## src/rtl/cache_fill_ctrl_if.sv

```systemverilog
// rtl/cache_fill_ctrl_if.sv - Banked main-memory request/response bus
// Master side issues pipelined requests; slave side is the banked memory.
interface cache_fill_ctrl_if #(
  parameter int ADDR_W = 16,
  parameter int DATA_W = 16
);
  logic [ADDR_W-1:0] mem_addr;
  logic              mem_wr;
  logic              mem_rd;
  logic [DATA_W-1:0] mem_data_in;
  logic [DATA_W-1:0] mem_data_out;
  logic              mem_stall;

  modport master (
    output mem_addr, mem_wr, mem_rd, mem_data_in,
    input  mem_data_out, mem_stall
  );

  modport slave (
    input  mem_addr, mem_wr, mem_rd, mem_data_in,
    output mem_data_out, mem_stall
  );
endinterface

```

## src/rtl/cache_fill_ctrl.sv

```systemverilog
// rtl/cache_fill_ctrl.sv - Cache line fill / victim write-back initiator
// Optional macro CRITICAL_WORD_FIRST_EN starts the read burst at the missed word.
module cache_fill_ctrl #(
  parameter int ADDR_W  = 16,
  parameter int DATA_W  = 16,
  parameter int MEM_LAT = 2
) (
  input  logic              clk,
  input  logic              rst,
  input  logic              miss_i,
  input  logic              dirty_i,
  input  logic [4:0]        tag_old_i,
  input  logic [ADDR_W-1:0] addr_i,
  input  logic [DATA_W-1:0] wb_data_i,
  cache_fill_ctrl_if.master mem,
  output logic [2:0]        cache_offset_o,
  output logic              cache_wr_o,
  output logic [DATA_W-1:0] cache_data_o,
  output logic              busy_o,
  output logic              done_o
);

  localparam logic [2:0] S_IDLE  = 3'd0;
  localparam logic [2:0] S_WB    = 3'd1;
  localparam logic [2:0] S_RD    = 3'd2;
  localparam logic [2:0] S_DRAIN = 3'd3;
  localparam logic [2:0] S_DONE  = 3'd4;

  logic [2:0]        state_q, state_d;
  logic [1:0]        w_q, w_d;
  logic [2:0]        rx_cnt_q, rx_cnt_d;
  logic [4:0]        tag_q, tag_d;
  logic [ADDR_W-4:0] line_q, line_d;
  logic [MEM_LAT-1:0] pipe_vld_q;
  logic [1:0]        pipe_word_q [MEM_LAT];

  logic       accept;
  logic       push;
  logic       ret_vld;
  logic [1:0] ret_word;
  logic [1:0] w_inc;
  logic [1:0] rd_start;
  logic [1:0] rd_start_in;
  logic       unused_addr_lsb;

  assign unused_addr_lsb = ^addr_i[2:0];

`ifdef CRITICAL_WORD_FIRST_EN
  logic [1:0] word_q, word_d;
  assign rd_start    = word_q;
  assign rd_start_in = addr_i[2:1];
`else
  assign rd_start    = 2'd0;
  assign rd_start_in = 2'd0;
`endif

  assign accept   = ((state_q == S_WB) || (state_q == S_RD)) && !mem.mem_stall;
  assign push     = (state_q == S_RD) && accept;
  assign ret_vld  = pipe_vld_q[MEM_LAT-1];
  assign ret_word = pipe_word_q[MEM_LAT-1];
  assign w_inc    = w_q + 2'd1;

  always_comb begin
    state_d  = state_q;
    w_d      = w_q;
    tag_d    = tag_q;
    line_d   = line_q;
    rx_cnt_d = rx_cnt_q + {2'b00, ret_vld};
`ifdef CRITICAL_WORD_FIRST_EN
    word_d   = word_q;
`endif
    case (state_q)
      S_IDLE: begin
        rx_cnt_d = 3'd0;
        if (miss_i) begin
          tag_d   = tag_old_i;
          line_d  = addr_i[ADDR_W-1:3];
          state_d = dirty_i ? S_WB : S_RD;
          w_d     = dirty_i ? 2'd0 : rd_start_in;
`ifdef CRITICAL_WORD_FIRST_EN
          word_d  = addr_i[2:1];
`endif
        end
      end
      S_WB: begin
        if (accept) begin
          w_d = w_inc;
          if (w_q == 2'd3) begin
            w_d     = rd_start;
            state_d = S_RD;
          end
        end
      end
      S_RD: begin
        if (accept) begin
          w_d = w_inc;
          if (w_inc == rd_start) state_d = S_DRAIN;
        end
      end
      // The last word may be arriving this very cycle; leave DRAIN with it.
      S_DRAIN: begin
        if ((rx_cnt_q == 3'd4) || ((rx_cnt_q == 3'd3) && ret_vld)) state_d = S_DONE;
      end
      S_DONE: begin
        state_d  = S_IDLE;
        rx_cnt_d = 3'd0;
      end
      default: state_d = S_IDLE;
    endcase
  end

  always_ff @(posedge clk or posedge rst) begin
    if (rst) begin
      state_q    <= S_IDLE;
      w_q        <= 2'd0;
      rx_cnt_q   <= 3'd0;
      tag_q      <= 5'd0;
      line_q     <= '0;
      pipe_vld_q <= '0;
      for (int i = 0; i < MEM_LAT; i++) pipe_word_q[i] <= 2'd0;
`ifdef CRITICAL_WORD_FIRST_EN
      word_q     <= 2'd0;
`endif
    end else begin
      state_q        <= state_d;
      w_q            <= w_d;
      rx_cnt_q       <= rx_cnt_d;
      tag_q          <= tag_d;
      line_q         <= line_d;
      pipe_vld_q[0]  <= push;
      pipe_word_q[0] <= w_q;
      for (int i = 1; i < MEM_LAT; i++) begin
        pipe_vld_q[i]  <= pipe_vld_q[i-1];
        pipe_word_q[i] <= pipe_word_q[i-1];
      end
`ifdef CRITICAL_WORD_FIRST_EN
      word_q         <= word_d;
`endif
    end
  end

  always_comb begin
    mem.mem_wr      = (state_q == S_WB);
    mem.mem_rd      = (state_q == S_RD);
    mem.mem_addr    = '0;
    mem.mem_data_in = '0;
    if (state_q == S_WB) begin
      mem.mem_addr    = ADDR_W'({tag_q, line_q[7:0], w_q, 1'b0});
      mem.mem_data_in = wb_data_i;
    end else if (state_q == S_RD) begin
      mem.mem_addr = {line_q, w_q, 1'b0};
    end
  end

  always_comb begin
    cache_wr_o     = ret_vld;
    cache_data_o   = ret_vld ? mem.mem_data_out : '0;
    cache_offset_o = 3'd0;
    if (ret_vld)               cache_offset_o = {ret_word, 1'b0};
    else if (state_q == S_WB)  cache_offset_o = {w_q, 1'b0};
    busy_o         = (state_q != S_IDLE);
    done_o         = (state_q == S_DONE);
  end

endmodule

```

## src/flat_wrapper.sv

```systemverilog
// flat-port wrapper written by rule: the top's interface ports become plain ports
module cache_fill_ctrl_flat 
#(
  parameter int ADDR_W  = 16,
  parameter int DATA_W  = 16,
  parameter int MEM_LAT = 2
)
  (clk, rst, miss_i, dirty_i, tag_old_i, addr_i, wb_data_i, cache_offset_o, cache_wr_o, cache_data_o, busy_o, done_o, mem_mem_addr, mem_mem_wr, mem_mem_rd, mem_mem_data_in, mem_mem_data_out, mem_mem_stall);
  cache_fill_ctrl_if #(.ADDR_W(ADDR_W), .DATA_W(DATA_W)) mem_i ();
  input  logic clk;
  input  logic rst;
  input  logic miss_i;
  input  logic dirty_i;
  input  logic [4:0] tag_old_i;
  input  logic [ADDR_W-1:0] addr_i;
  input  logic [DATA_W-1:0] wb_data_i;
  output logic [2:0] cache_offset_o;
  output logic cache_wr_o;
  output logic [DATA_W-1:0] cache_data_o;
  output logic busy_o;
  output logic done_o;
  output wire logic [$bits(mem_i.mem_addr)-1:0] mem_mem_addr;
  output wire logic [$bits(mem_i.mem_wr)-1:0] mem_mem_wr;
  output wire logic [$bits(mem_i.mem_rd)-1:0] mem_mem_rd;
  output wire logic [$bits(mem_i.mem_data_in)-1:0] mem_mem_data_in;
  input wire logic [$bits(mem_i.mem_data_out)-1:0] mem_mem_data_out;
  input wire logic [$bits(mem_i.mem_stall)-1:0] mem_mem_stall;
  assign mem_mem_addr = mem_i.mem_addr;
  assign mem_mem_wr = mem_i.mem_wr;
  assign mem_mem_rd = mem_i.mem_rd;
  assign mem_mem_data_in = mem_i.mem_data_in;
  assign mem_i.mem_data_out = mem_mem_data_out;
  assign mem_i.mem_stall = mem_mem_stall;
  cache_fill_ctrl #(.ADDR_W(ADDR_W), .DATA_W(DATA_W), .MEM_LAT(MEM_LAT)) u_core (.clk(clk), .rst(rst), .miss_i(miss_i), .dirty_i(dirty_i), .tag_old_i(tag_old_i), .addr_i(addr_i), .wb_data_i(wb_data_i), .mem(mem_i), .cache_offset_o(cache_offset_o), .cache_wr_o(cache_wr_o), .cache_data_o(cache_data_o), .busy_o(busy_o), .done_o(done_o));
endmodule
```

## config.mk

```make
export PLATFORM = sky130hd
export DESIGN_NAME = cache_fill_ctrl_flat
export DESIGN_NICKNAME = d
export VERILOG_FILES = /design/src/rtl/cache_fill_ctrl_if.sv /design/src/rtl/cache_fill_ctrl.sv /design/src/flat_wrapper.sv
export SDC_FILE = /design/constraint.sdc
export NUM_CORES = 1
export LEC_CHECK = 0
export CAP_MARGIN = 40
export CORE_UTILIZATION = 36
export DETAILED_ROUTE_END_ITERATION = 8
export GPL_TIMING_DRIVEN = 1
export PLACE_DENSITY = 0.8
export RECOVER_POWER = 100
export SYNTH_ARGS = -nofsm -noshare
export SYNTH_HDL_FRONTEND = slang
export SYNTH_SLANG_ARGS = --single-unit
export TNS_END_PERCENT = 30
```

## constraint.sdc

```tcl
create_clock -name clk -period 1.6 [get_ports clk]
set_input_delay 0.32 -clock clk [delete_from_list [all_inputs] [get_ports clk]]
set_output_delay 0.32 -clock clk [all_outputs]
set_load 0.03 [all_outputs]
```

Word level (Yosys, flattened, before mapping)
Index checks and enable logic that the tools add are counted. W data, S select, Z words.

Add/sub/neg operators: 2. Equality and inequality tests: 13. Mux-type cells: 20. Reduce and logical (&&, ||, !) cells: 14.

Operators with widths (number): $mux W16 (4); $mux W3 (9); $pmux W3 S4 (1); $mux W2 (5); $ne A2 B1 Y1 const B (5); $eq A3 B2 Y1 const B (3); $eq A3 B3 Y1 const B (2); $pmux W2 S3 (1); $reduce_and A6 Y1 (1); $reduce_bool A3 Y1 (2); $reduce_and A4 Y1 (1); $add A3 B1 Y3 (1); $eq A3 B1 Y1 const B (1); $logic_and A1 B1 Y1 (3); $logic_not A3 Y1 (1); $add A2 B1 Y2 const B (1); $eq A2 B2 Y1 const B (1); $logic_not A2 Y1 (1); $logic_or A1 B1 Y1 (2); $ne A2 B2 Y1 const B (1); $reduce_and A2 Y1 (1); $reduce_or A2 Y1 (1); $logic_not A1 Y1 (1).

Bits in registers: 32. Input port bits: 58. Output and inout port bits: 56. Word-level logic and storage cells: 57.

Longest topological paths before layout
Gate-level depths: netlist of run 1.

Depth in word-level cells: 5. Mapped depth: 5. Depth with buffers taken out: 4.

Worst setup path before layout of run 1
No wires, ideal clock.

Path type: reg2out. Start: register u_core.state_q[0]. End: output cache_offset_o[1]. Arrival: 1.628 ns. Data required time: 1.280 ns. Slack: -0.348 ns. Stages on the path, launching flop included: 5. Path buffers: 1. Cell sequence: dfrtp_1 -> buf_2 -> nor3b_4 -> nand2_1 -> o21ai_0.

Cells in the longest elaborated chain, start to end: 3.

RTL lines: start: declaration (line cache_fill_ctrl.sv:29) `logic [2:0] state_q, state_d;`; start signal: assignment (line cache_fill_ctrl.sv:125) `state_q <= state_d;`; $eq A3 B1 Y1 (line cache_fill_ctrl.sv:160) `else if (state_q == S_WB) cache_offset_o = {w_q, 1'b0};`; $mux W3 (line cache_fill_ctrl.sv:160); $mux W3 (line cache_fill_ctrl.sv:159) `if (ret_vld) cache_offset_o = {ret_word, 1'b0};`; end: declaration (line flat_wrapper.sv:17) `output logic [2:0] cache_offset_o;`.

No other way between the ends.

Final worst setup path of run 1
Start: register u_core.state_q[1]. End: output mem_mem_addr[8].

Cells in the longest elaborated chain, start to end: 3. Elaborated cells on any way between the ends: 4. Classes of those cells: eq/ne (2); mux (2).

RTL lines: $eq A3 B2 Y1 (line cache_fill_ctrl.sv:150) `end else if (state_q == S_RD) begin`; $mux W16 (line cache_fill_ctrl.sv:150); $mux W16 * (line cache_fill_ctrl.sv:147) `if (state_q == S_WB) begin`; end: declaration (line flat_wrapper.sv:22) `output wire logic [$bits(mem_i.mem_addr)-1:0] mem_mem_addr;`.

Every way passes the cells marked *; elsewhere a longest branch is shown, timed or not.

==> results.sh, run 1 <==
export IMPL_power_density_nw_per_um2=1750
export IMPL_synth_area_mux_share=0.123
export IMPL_path_clk_slew_ns=0.06
export IMPL_syn_area_um2=1740
export IMPL_die_h_um=71.5
export IMPL_critPathSlowestCell="dfrtp_2"
export IMPL_dr_total_vias=1622
export IMPL_hold_viol_final=0
export IMPL_ir_worst_vdd_v=0.00120
export IMPL_crit_fanout=5
export IMPL_rsz0062_at_grt="yes"
export IMPL_required_ns=1.28
export IMPL_synth_top_family_by_area="simple AND/OR/NAND/NOR gates"
export IMPL_p_total_mw=5.70
export IMPL_cp_arrival_ns=1.53
export IMPL_leakage_nw=1.49
export IMPL_yosys_top_cells_area="dfrtp_1, and2_1, mux2_2, nor2b_1, a22oi_1"
export IMPL_antenna_found_initial=0
export IMPL_status="complete, but fails checks"
export IMPL_synth_ff_type="dfrtp_1"
export IMPL_grt_start_max_net_pins=33
export IMPL_finalCritPeriodShare=1.15
export IMPL_synth_top_area_share=0.460
export IMPL_cts_made_buffers=5
export IMPL_yosys_top_cells_count="and2_1, dfrtp_1, mux2_2"
export IMPL_clock_latency_ns=0.28
export IMPL_maxSlewViolCount=0
export IMPL_synth_edf_count=0
export IMPL_yosysMostFrequentCell="and2_1"
export IMPL_seq_area_um2=806
export IMPL_drc_errors=0
export IMPL_crit_chain="nand2b_4 > a21oi_4 > buf_6 > and2_4 > buf_6"
export IMPL_die_x_um=71.5
export IMPL_dp_cells=326
export IMPL_grt_overflow=0
export IMPL_cts_num_sinks=32
export IMPL_synth_async_reset_ratio=1.00
export IMPL_violations="negative setup slack"
export IMPL_syn_avg_cell_area_um2=10.8
export IMPL_dp_slack_ns=-0.196
export IMPL_diodes=0
export IMPL_setup_viol=50
export IMPL_setup_slack_ns=-0.245
export IMPL_relSlewSlack=0.478
export IMPL_syn_inst=161
export IMPL_maxCapViolCount=0
export IMPL_period_needed_ns=1.85
export IMPL_wl_per_cell_um=14.1
export IMPL_ys_warnings_count=0
export IMPL_dp_hpwl_um=3370
export IMPL_firstDrtPassIters=4
export IMPL_drive_gt1_frac=0.502
export IMPL_detail_route_antenna_nets=0
export IMPL_ys_types=34
export IMPL_rows=24
export IMPL_clock_fmax_mhz=542
export IMPL_multi_input_area_um2=1040
export IMPL_io_pins=114
export IMPL_synth_top_cell_by_area="dfrtp_1"
export IMPL_drt_wl_total_um=4790
export IMPL_root_buffer="clkbuf_8"
export IMPL_synth_fa_ha_area_frac=0.0216
export IMPL_via_per_inst=4.78
export IMPL_min_path_type="register to register"
export IMPL_synth_xor_area_share=0.00504
export IMPL_endpoint_kind="output pin"
export IMPL_dieArea_um2=5110
export IMPL_clockBufferDepth=2
export IMPL_critPathMostFrequentCell="buf_6"
export IMPL_instances_no_fill=339
export IMPL_syn2layout_area_growth_pct=87.4
export IMPL_nNetsFinal=347
export IMPL_hold_worst_slack_ns=0.350
export IMPL_fin_skew_ns=0.00298
export IMPL_drt_iter0_drc=28
export IMPL_tightest_slew_ns=0.783
export IMPL_hold_buffers=0
export IMPL_core_region_area_um2=4500
export IMPL_crit_type="register to output pin"
export IMPL_grt_pass1_wl_um=7330
export IMPL_grtUsageTotal=0.187
export IMPL_ctsHtreeMaxLevel=2
export IMPL_cts_tree="yes"
export IMPL_finalSetupTns_ns=-7.89
export IMPL_critPathMaxStageDelay_ns=0.46
export IMPL_critPathLaunchType="register"
export IMPL_synth_compound_area_share=0.0734
export IMPL_port_buffers=108
export IMPL_yosys_register_bits=32
export IMPL_num_fill_cells=319
export IMPL_seq_area_frac_synth=0.460
export IMPL_grt_pass1_vias=1601
export IMPL_yosys_area_share_simple=0.273
export IMPL_start_util=0.386
export IMPL_gp_congestion=0.717
final timing paths:
kind                                        from                 end  slack (ns)  cells past startpoint
setup / recovery               u_core.state_q[1]     mem_mem_addr[8]       -0.25                      5
hold / removal             u_core.pipe_word_q[3]  u_core.ret_word[1]        0.35                      0
setup reg to reg               u_core.state_q[0]    u_core.line_q[2]       -0.05                      4
hold reg to reg            u_core.pipe_word_q[3]  u_core.ret_word[1]        0.35                      0
max in group asynchronous                    rst   u_core.state_q[2]        0.36                      3
min in group asynchronous                    rst    u_core.line_q[2]        0.69                      3
cell type report:
type | instances | share of cell area
timing repair buffer | 128 | 0.383
multi-input combinational | 118 | 0.321
sequential | 32 | 0.247
clock buffer | 8 | 0.0276
tap | 52 | 0.0200
inverter | 1 | 0.00115
registers in the layout, summed over array words and instances (netlist names):
signal              flops
u_core.ret_word         2
u_core.pipe_vld_q       2
u_core.line_q          13
u_core.pipe_word_q      2
u_core.state_q          3
u_core.rx_cnt_q         3
u_core.w_q              2
u_core.tag_q            5
metrics by stage:
stage          instance area (µm²)   util
2_1_floorplan                 1770      -
3_3_place_gp                  2850  0.632
3_5_place_dp                  2850  0.632
4_1_cts                       3190  0.709
5_1_grt                       3260  0.724
6_report                      3260  0.724
where the power goes:
part           leakage, nW  internal (mW)  switching, mW
sequential           0.385           1.20          0.319
clock               0.0455          0.350          0.288
combinational         1.06           1.86           1.69
cells by family (layout without fill, tap and decap cells):
group | after synthesis | count (layout)
AO/OA/AOI/OAI | 17 | 17
other | 1 | 2
multiplexers | 19 | 19
adder cells (fa/ha/maj) | 3 | 3
XOR/XNOR | 1 | 1
buffers and inverters | 12 | 137
flip-flops | 32 | 32
AND/OR/NAND/NOR | 76 | 76
critical path: cells and delay by family, from the launching register on:
| family | cells | cell delay, ns |
|---|---|---|
| AND/OR/NAND/NOR | 2 | 0.31 |
| AO/OA/AOI/OAI | 1 | 0.20 |
| buffers and inverters | 2 | 0.27 |
| flip-flops | 1 | 0.46 |
what timing repair did:
action,in CTS,in global routing
pin swaps,15,6
buffers inserted,3,1
setup endpoints to repair,71,56
resized for setup,63,23
gates cloned,1,0
per-layer routing:
| layer | vias up | routed length (µm) | track usage |
|---|---|---|---|
| met5 | - | 0 | 0 |
| met3 | 4 | 435 | 0.0717 |
| met4 | 0 | 46 | 0.0566 |
| met2 | 78 | 2490 | 0.339 |
| met1 | 753 | 1820 | 0.203 |
| li1 | 787 | - | - |
layout by cell type, fill, tap and decap left out, drive strengths merged, types with 2 or more instances in the layout:
master,instances
nand2b,3
nor2b,7
a22oi,5
and2,43
o21ai,3
conb,2
buf,70
clkbuf,12
a211oi,3
ha,3
nor3,2
nor2,8
clkdlybuf4s50,53
nand2,6
dfrtp,32
mux2,19
No activity file was read; power rests on OpenSTA's default activity.
==> run 2: changes to the inputs <==
--- a/config.mk
+++ b/config.mk
@@ -14,4 +14,3 @@
 export SYNTH_ARGS = -nofsm -noshare
 export SYNTH_HDL_FRONTEND = slang
 export SYNTH_SLANG_ARGS = --single-unit
-export TNS_END_PERCENT = 30
==> results.sh, run 2 (synthesized netlist as in run 1, its figures left out) <==
export IMPL_largestRegisters="u_core.line_q x13, u_core.tag_q x5"
export IMPL_drc_errors=0
export IMPL_crit_chain="nand2b_4 > a21oi_4 > buf_6 > and2_4 > buf_6"
export IMPL_grt_pass1_vias=1576
export IMPL_largest_reg_flops=13
export IMPL_hold_buffers=0
export IMPL_setup_slack_ns=-0.260
export IMPL_leakage_nw=1.53
export IMPL_diodes=0
export IMPL_grt_overflow=0
export IMPL_antenna_found_initial=0
export IMPL_port_buffers=108
export IMPL_die_h_um=71.5
export IMPL_detail_route_antenna_nets=0
export IMPL_cts_tree="yes"
export IMPL_critPathSlowestCell="dfrtp_2"
export IMPL_hold_viol_final=0
export IMPL_gp_congestion=0.710
export IMPL_maxSlewViolCount=0
export IMPL_combPwrFrac=0.634
export IMPL_power_switching_mw=2.33
export IMPL_drive_gt1_frac=0.516
export IMPL_min_path_type="register to register"
export IMPL_core_region_area_um2=4500
export IMPL_top_register="u_core.line_q"
export IMPL_start_util=0.386
export IMPL_setup_viol=56
export IMPL_endpoint_kind="output pin"
export IMPL_p_total_mw=5.75
export IMPL_via_per_inst=4.80
export IMPL_grtUsageTotal=0.186
export IMPL_clockBufferDepth=2
export IMPL_finalSetupTns_ns=-9.33
export IMPL_firstDrtPassIters=4
export IMPL_tightest_slew_ns=0.771
export IMPL_dieArea_um2=5110
export IMPL_critPathMaxStageDelay_ns=0.47
export IMPL_rsz0062_at_grt="yes"
export IMPL_critPathMostFrequentCell="buf_6"
export IMPL_maxCapViolCount=0
export IMPL_io_pins=114
export IMPL_crit_fanout=5
export IMPL_seqPwrFrac=0.266
export IMPL_num_fill_cells=324
export IMPL_multi_input_area_um2=1070
export IMPL_syn2layout_area_growth_pct=91.5
export IMPL_crit_type="register to output pin"
export IMPL_violations="negative setup slack"
export IMPL_seq_area_um2=806
export IMPL_critPathLaunchType="register"
export IMPL_final_common_cell="clkdlybuf4s50_1"
export IMPL_hold_worst_slack_ns=0.347
export IMPL_dp_cells=327
export IMPL_required_ns=1.28
export IMPL_die_x_um=71.5
export IMPL_final_cell_mix="clkdlybuf4s50_1, buf_6, dfrtp_1"
export IMPL_finalCritPeriodShare=1.16
export IMPL_fin_skew_ns=0.00428
export IMPL_dr_total_vias=1637
export IMPL_clock_fmax_mhz=538
export IMPL_grt_pass1_wl_um=7270
export IMPL_drt_wl_total_um=4920
export IMPL_nNetsFinal=350
export IMPL_power_density_nw_per_um2=1730
export IMPL_grt_start_max_net_pins=33
export IMPL_p_int_mw=3.42
export IMPL_rows=24
export IMPL_ctsHtreeMaxLevel=2
export IMPL_period_needed_ns=1.86
export IMPL_path_clk_slew_ns=0.06
export IMPL_cts_made_buffers=5
export IMPL_cts_num_sinks=32
export IMPL_ir_worst_vdd_v=0.00113
export IMPL_status="complete, but fails checks"
export IMPL_clock_latency_ns=0.28
export IMPL_wl_per_cell_um=14.4
export IMPL_p_sw_frac=0.405
export IMPL_drt_iter0_drc=40
export IMPL_dp_hpwl_um=3350
export IMPL_relSlewSlack=0.486
export IMPL_cp_arrival_ns=1.54
export IMPL_instances_no_fill=341
export IMPL_fin_util=0.739
export IMPL_worst_path_buf_inv=2
export IMPL_pwr_share_clk=0.100
export IMPL_root_buffer="clkbuf_8"
export IMPL_cp_top_family="flip-flops"
## run 2: cell count changes in the layout (fill, tap and decap cells not counted), moves of 3 or more
cell | previous run | this run
and2_2 | 0 | 9
and2_4 | 19 | 9
buf_12 | 1 | 4
buf_2 | 0 | 6
buf_4 | 30 | 22
mux2_2 | 8 | 1
mux2_4 | 11 | 18
## run 2: area by class of cell
cell class / instances / share of cell area
tap: 52 / 0.0195
timing repair buffer: 131 / 0.394
sequential: 32 / 0.242
clock inverter: 1 / 0.00150
multi-input combinational: 118 / 0.320
inverter: 1 / 0.00113
clock buffer: 6 / 0.0218
## run 2: power by group through the flow
stage,clock (mW),combinational [mW],sequential [mW]
3_5_place_dp,0,2.93,1.48
5_1_grt,0.625,3.85,1.59
2_1_floorplan,0,1.86,1.38
6_report,0.575,3.64,1.53
3_3_place_gp,0,2.89,1.46
4_1_cts,0.596,3.39,1.50
## run 2: per-layer routing
metal | part of all wire | GRT usage | up-vias
met1 | 0.36 | 0.194 | 750
met2 | 0.53 | 0.334 | 90
met4 | 0.015 | 0.0610 | 0
met5 | 0 | 0 | -
li1 | - | - | 789
met3 | 0.099 | 0.0830 | 8
## run 2: timing repair
action                                  4_1_cts  5_1_grt
pin swaps                                     7        7
endpoints found under the setup margin       72       57
cloned                                        0        2
gates resized for setup                      60       26
buffers inserted                              4        1
## run 2: stage by stage
step | setup WS (ns) | area [µm²]
after CTS | -0.254 | 3220
after floorplan | -0.0171 | 1780
after global routing | -0.313 | 3330
after detailed placement | -0.174 | 2890
after global placement | -0.169 | 2890
final | -0.260 | 3330
## run 2: final timing paths
| kind | slack (ns) | start | end | cells past startpoint |
|---|---|---|---|---|
| setup reg to reg | -0.15 | u_core.state_q[1] | u_core.line_q[6] | 6 |
| max in group asynchronous | 0.37 | rst | u_core.pipe_vld_q[1] | 3 |
| min in group asynchronous | 0.69 | rst | u_core.line_q[6] | 3 |
| setup / recovery | -0.26 | u_core.state_q[1] | mem_mem_addr[4] | 5 |
| hold reg to reg | 0.35 | u_core.pipe_word_q[3] | u_core.ret_word[1] | 0 |
| hold / removal | 0.35 | u_core.pipe_word_q[3] | u_core.ret_word[1] | 0 |
==> run 3: changes to the inputs <==
--- a/config.mk
+++ b/config.mk
@@ -5,7 +5,6 @@
 export SDC_FILE = /design/constraint.sdc
 export NUM_CORES = 1
 export LEC_CHECK = 0
-export CAP_MARGIN = 40
 export CORE_UTILIZATION = 36
 export DETAILED_ROUTE_END_ITERATION = 8
 export GPL_TIMING_DRIVEN = 1
==> results of run 3 <==
Final layout, timing and power as in run 2 (identical DEF).
